==> src/rtl/tc_mul_pipe.sv <==
// Pipelined multiplier with per-operand signedness, clock enable and valid tracking.
// The product can be shifted, rounded and then saturated or wrapped, with an overflow flag.
module tc_mul_pipe #(
    parameter int A_WIDTH   = 16,
    parameter int B_WIDTH   = 17,
    parameter int A_SIGNED  = 0,
    parameter int B_SIGNED  = 1,
    parameter int P_WIDTH   = 31,
    parameter int SHIFT     = 0,
    parameter int ROUND     = 0,
    parameter int SATURATE  = 0,
    parameter int NUM_STAGE = 3
) (
    input  logic               ap_clk,
    input  logic               ap_rst,
    input  logic               ce,
    input  logic               din_vld,
    input  logic [A_WIDTH-1:0] din0,
    input  logic [B_WIDTH-1:0] din1,
    output logic               dout_vld,
    output logic [P_WIDTH-1:0] dout,
    output logic               dout_ovf
);

    localparam int FW  = A_WIDTH + B_WIDTH + 2;
    localparam int RW  = FW + 1;
    localparam int EW  = ((RW > P_WIDTH + 1) ? RW : P_WIDTH + 1) + 1;
    localparam int DLY = (NUM_STAGE > 3) ? NUM_STAGE - 3 : 0;
    localparam int RSH = (SHIFT > 0) ? SHIFT - 1 : 0;
    localparam bit RES_SIGNED = (A_SIGNED != 0) || (B_SIGNED != 0);

    localparam logic signed [RW-1:0] RND_ONE = 1;
    localparam logic signed [RW-1:0] RND_ADD =
        ((ROUND != 0) && (SHIFT > 0)) ? (RND_ONE <<< RSH) : '0;
    localparam logic signed [EW-1:0] E_ONE  = 1;
    localparam logic signed [EW-1:0] HI_LIM =
        RES_SIGNED ? ((E_ONE <<< (P_WIDTH - 1)) - E_ONE) : ((E_ONE <<< P_WIDTH) - E_ONE);
    localparam logic signed [EW-1:0] LO_LIM =
        RES_SIGNED ? -(E_ONE <<< (P_WIDTH - 1)) : '0;

    generate
        if (NUM_STAGE < 1 || NUM_STAGE > 6) begin : g_bad_stage
            $error("tc_mul_pipe: NUM_STAGE must be in 1..6");
        end
        if (SHIFT < 0 || SHIFT >= A_WIDTH + B_WIDTH) begin : g_bad_shift
            $error("tc_mul_pipe: SHIFT must be in 0..A_WIDTH+B_WIDTH-1");
        end
    endgenerate

    // Operand stage; bypassed when fewer than three stages are requested
    logic [A_WIDTH-1:0] a_s;
    logic [B_WIDTH-1:0] b_s;
    logic               v_s;

    generate
        if (NUM_STAGE >= 3) begin : g_in_reg
            logic [A_WIDTH-1:0] a_reg;
            logic [B_WIDTH-1:0] b_reg;
            logic               v_reg;
            always_ff @(posedge ap_clk) begin
                if (ap_rst) begin
                    a_reg <= '0;
                    b_reg <= '0;
                    v_reg <= 1'b0;
                end else if (ce) begin
                    a_reg <= din0;
                    b_reg <= din1;
                    v_reg <= din_vld;
                end
            end
            assign a_s = a_reg;
            assign b_s = b_reg;
            assign v_s = v_reg;
        end else begin : g_in_comb
            assign a_s = din0;
            assign b_s = din1;
            assign v_s = din_vld;
        end
    endgenerate

    // Both operands widened to the exact product width so the multiply is a plain signed one
    logic               a_fill;
    logic               b_fill;
    logic signed [FW-1:0] a_ext;
    logic signed [FW-1:0] b_ext;
    logic signed [FW-1:0] prod_full;

    always_comb begin
        a_fill    = (A_SIGNED != 0) & a_s[A_WIDTH-1];
        b_fill    = (B_SIGNED != 0) & b_s[B_WIDTH-1];
        a_ext     = {{(FW - A_WIDTH){a_fill}}, a_s};
        b_ext     = {{(FW - B_WIDTH){b_fill}}, b_s};
        prod_full = a_ext * b_ext;
    end

    logic signed [FW-1:0] p_s;
    logic                 pv_s;

    generate
        if (NUM_STAGE >= 2) begin : g_prod_reg
            logic signed [FW-1:0] p_reg;
            logic                 pv_reg;
            always_ff @(posedge ap_clk) begin
                if (ap_rst) begin
                    p_reg  <= '0;
                    pv_reg <= 1'b0;
                end else if (ce) begin
                    p_reg  <= prod_full;
                    pv_reg <= v_s;
                end
            end
            assign p_s  = p_reg;
            assign pv_s = pv_reg;
        end else begin : g_prod_comb
            assign p_s  = prod_full;
            assign pv_s = v_s;
        end
    endgenerate

    // One guard bit above the product keeps the rounding add from overflowing
    logic signed [RW-1:0]  rnd;
    logic signed [RW-1:0]  shf;
    logic signed [EW-1:0]  sx;
    logic [P_WIDTH-1:0]    res_d;
    logic                  res_hi;
    logic                  res_lo;

    always_comb begin
        rnd    = {p_s[FW-1], p_s} + RND_ADD;
        shf    = rnd >>> SHIFT;
        sx     = {{(EW - RW){shf[RW-1]}}, shf};
        res_hi = sx > HI_LIM;
        res_lo = sx < LO_LIM;
        res_d  = sx[P_WIDTH-1:0];
        if (SATURATE != 0) begin
            if (res_hi) begin
                res_d = HI_LIM[P_WIDTH-1:0];
            end else if (res_lo) begin
                res_d = LO_LIM[P_WIDTH-1:0];
            end
        end
    end

    // Index 0 is the result register; higher indices are pure output delay
    logic [P_WIDTH-1:0] d_pipe [0:DLY];
    logic               v_pipe [0:DLY];
    logic               o_pipe [0:DLY];

    always_ff @(posedge ap_clk) begin
        if (ap_rst) begin
            for (int i = 0; i <= DLY; i++) begin
                d_pipe[i] <= '0;
                v_pipe[i] <= 1'b0;
                o_pipe[i] <= 1'b0;
            end
        end else if (ce) begin
            d_pipe[0] <= res_d;
            v_pipe[0] <= pv_s;
            o_pipe[0] <= res_hi | res_lo;
            for (int i = 1; i <= DLY; i++) begin
                d_pipe[i] <= d_pipe[i-1];
                v_pipe[i] <= v_pipe[i-1];
                o_pipe[i] <= o_pipe[i-1];
            end
        end
    end

    assign dout     = d_pipe[DLY];
    assign dout_vld = v_pipe[DLY];
    assign dout_ovf = o_pipe[DLY];

endmodule

==> config.mk <==
export PLATFORM = sky130hd
export DESIGN_NAME = tc_mul_pipe
export DESIGN_NICKNAME = d
export VERILOG_FILES = /design/src/rtl/tc_mul_pipe.sv
export SDC_FILE = /design/constraint.sdc
export NUM_CORES = 1
export LEC_CHECK = 0
export CAP_MARGIN = 20
export CORE_UTILIZATION = 35
export DETAILED_ROUTE_END_ITERATION = 10
export GPL_TIMING_DRIVEN = 0
export SLEW_MARGIN = 20
export SYNTH_ARGS = -nofsm -noshare
export SYNTH_HDL_FRONTEND = slang
export SYNTH_SLANG_ARGS = --single-unit
==> constraint.sdc <==
create_clock -name ap_clk -period 7.6 [get_ports ap_clk]
set_input_delay 1.9 -clock ap_clk [delete_from_list [all_inputs] [get_ports ap_clk]]
set_output_delay 1.9 -clock ap_clk [all_outputs]
set_load 0.03 [all_outputs]
==> results by group <==
Synth
  • Synthesized Nets: ~1800
  • Area leader, netlist: fa_1
  • Post-Syn Area: 13500 µm²
  • Yosys warns: 0
  • Cells after Synth: between 1000 and 1500
  • Post-synth top area share: 31.0%
  • Synth cell types: 71
  • Post-synthesis sequential area ratio: 17.6%
  • Syn avg cell area: just over 9 µm²
  • Synth Flop Type: dfxtp_1
  • Most frequent cells after synthesis: inv_1 (298), fa_1 (209), and2_1 (194)
  • Ys async rst share: 0%
  • Biggest area contributors in the synthesized netlist: fa_1 (31%), ha_1 (12%), dfxtp_1 (10%)
  • Post-synth EDFFs: 33
  • Most common cell in the netlist: inv_1
  • Number of synthesized register bits: 102

Power and ir drop
  • Internal cell power: 1160 µW
  • Sw Pwr: 714 µW
  • Peak supply drop: 0.000103 V
  • Switch share: 38.1%
  • Clk pwr share: 27.1%
  • Leak: 0.00739 µW
  • Reg power frac: 35.0%
  • PwrDens: ~120 nW/µm²
  • Comb pwr share: 37.9%

Finish
  • Max reg flops: 34
  • Sequential cell area: 2370 µm²
  • Final Util: 40.0%
  • Area taken by multi-input logic gates: 9690 µm²
  • Layout filler cell count: 3846
  • NumNets Final: 1898
  • Layout cells sized above 1: 3.47%
  • Post-route cell area: between 15000 and 20000 µm²
  • Final Non-Filler Cells: 2042
  • P&R area growth vs syn: 12.2%

Outcome
  • Status: completed

Global route
  • Grt met3 use: 3.34%
  • Overflow after GRT: 0
  • Busiest grt layer: met2
  • GRT met1 Usage: 26.3%
  • Met2 Usage GRT: 29.5%
  • First-pass GRT wire length: roughly 56000 µm
  • Largest net degree at the start of global routing: 34
  • Vias in the first global route: approximately 10000
  • Overall Global Routing Usage: 18.8%
  • Antenna violations before repair: 0

STA
  • Hold WS: 0.443 ns
  • Total Neg Setup Slack: 0 ns
  • Worst slew pin tran: 0.865 ns
  • Final setup viols: 0
  • Clock Skew: approximately 0.02 ns
  • Max-slew violation count: 0
  • Fin crit period: 6.89 ns
  • Final Hold Viols: 0
  • Max-slew headroom: between 40% and 50%
  • RSZ-0062 raised after global routing: no
  • Period Utilization, post-route: 90.7%
  • Highest Clock Rate: 145 MHz

Clock tree
  • CTS hold repair buffers: 0
  • Worst-case clock buffer depth: 2
  • H-tree depth: 3
  • Cts bufs inserted: 9
  • Root Buffer: clkbuf_16
  • Post-CTS Setup Bufs: 0
  • CTS Sinks: 102
  • Clk_lat worst skew: 0.38 ns
  • CTS tree: done
  • Clock transition at path regs: 0.08 ns
  • Post-cts resize count: 0

Floorplanning
  • I/O pin count: 70
  • DIE HEIGHT: 198 µm
  • Die width: 198 µm
  • Initial Util: 35.7%
  • Die Footprint: 39400 µm²
  • Core Box Area: 37800 µm²
  • Rows: 71

Detailed routing
  • Total iterations of the first detailed-routing run: 6
  • Vias per cell: approximately 4.9
  • Total wire length: 35100 µm
  • 1st-iter DRT viols: just over 600
  • Routed WL per cell: 17.2 µm
  • Antenna-violating nets left: 0
  • DR DRC count: 0
  • Via count: 9957

Worst setup path
  • CP required: between 7 and 8 ns
  • Worst path arrival time: 7.15 ns
  • Critical Path Sink Type: flop
  • Critical path class: reg2reg
  • CP startpoint kind: flop
  • Critical path peak fanout: 10

Placement
  • DP Area: 14800 µm²
  • Post-DP HPWL: 29000 µm
  • Gp weighted congestion: 0.900
  • Cell count after placement: 2024
  • Port Buf Inserts: 68

Hold path
  • Hold WC Path Type: reg2reg

Run
  • Max-cap viol count: 0
layout make-up:
type | count | share of cell area [%]
sequential | 102 | 15.7
inverter | 298 | 7.39
buffer | 62 | 2.10
clock buffer | 9 | 1.49
tap | 511 | 4.22
clock inverter | 7 | 0.628
timing repair buffer | 68 | 4.49
antenna | 2 | 0.0330
multi-input combinational | 983 | 64.0
cell families (layout without fill, tap and decap cells):
group | Yosys count | count (layout) | synth area share [%]
other cells | 0 | 2 | 0
simple gates | 458 | 458 | 17.5
compound gates | 116 | 116 | 6.30
xor+xnor | 22 | 22 | 1.43
flops | 102 | 102 | 17.6
mux | 50 | 50 | 3.72
fa+ha+maj | 337 | 337 | 42.9
buf+inv | 360 | 444 | 10.6
metrics by stage:
| step | setup WS (ns) | power, µW |
|---|---|---|
| after floorplan | 1.91 | 1140 |
| after global placement | 0.794 | 1380 |
| after detailed placement | 0.756 | 1380 |
| after CTS | 0.713 | 1890 |
| after global routing | 0.381 | 1990 |
| final | 0.710 | 1880 |
final timing paths:
check / startpoint / to / slack, ns / depth (start not counted)
max reg2reg: a_s[14] / g_prod_reg.p_reg[31] / 0.71 / 20
max: a_s[14] / g_prod_reg.p_reg[31] / 0.71 / 20
min: g_prod_reg.p_reg[19] / g_prod_reg.p_reg[19] / 0.44 / 2
min reg2reg: g_prod_reg.p_reg[19] / g_prod_reg.p_reg[19] / 0.44 / 2
cells in the final DEF (no fill, tap or decap), types with 5 or more instances in the layout:
cell	Yosys	layout
o21ai_0	19	19
a21oi_1	30	30
o21a_1	6	6
inv_1	298	297
nand3_1	9	9
clkdlybuf4s50_1	0	68
nor2_1	65	65
dfxtp_1	69	69
fa_1	209	209
nor2b_1	10	10
and2_1	194	194
xor2_1	8	8
clkbuf_16	0	9
clkbuf_1	49	49
nor3_1	5	5
ha_1	128	128
edfxtp_1	33	33
a21o_1	9	9
mux2i_1	49	49
nand4_1	11	11
nand2_1	137	137
nand2b_1	12	12
xnor2_1	14	14
power groups by stage:
stage / registers [µW] / clock network (µW) / logic (µW)
2_1_floorplan: 665 / 0 / 471
3_3_place_gp: 667 / 0 / 709
3_5_place_dp: 668 / 0 / 714
4_1_cts: 655 / 518 / 720
5_1_grt: 661 / 539 / 794
6_report: 656 / 508 / 712
metal layers:
| metal | wire [µm] | part of all wire, % | up-vias |
|---|---|---|---|
| met1 | 16000 | 46 | 5019 |
| met5 | 0 | 0 | - |
| met2 | 16000 | 45 | 282 |
| met3 | 2190 | 6.2 | 47 |
| met4 | 952 | 2.7 | 0 |
| li1 | - | - | 4609 |
critical path: stages, from the launching register on:
cell      delay [ns]
dfxtp_1         0.76
clkbuf_1        0.62
nand2_1         0.18
fa_1            0.55
fa_1            0.51
fa_1            0.51
inv_1           0.05
fa_1            0.49
fa_1            0.49
inv_1           0.05
fa_1            0.56
inv_1           0.06
ha_1            0.27
buf_4           0.16
a21oi_1         0.08
o21ai_0         0.28
a21oi_1         0.15
o31ai_1         0.44
a221oi_1        0.17
o31a_1          0.14
o311ai_1        0.25
(Power assumes the default switching activity.)
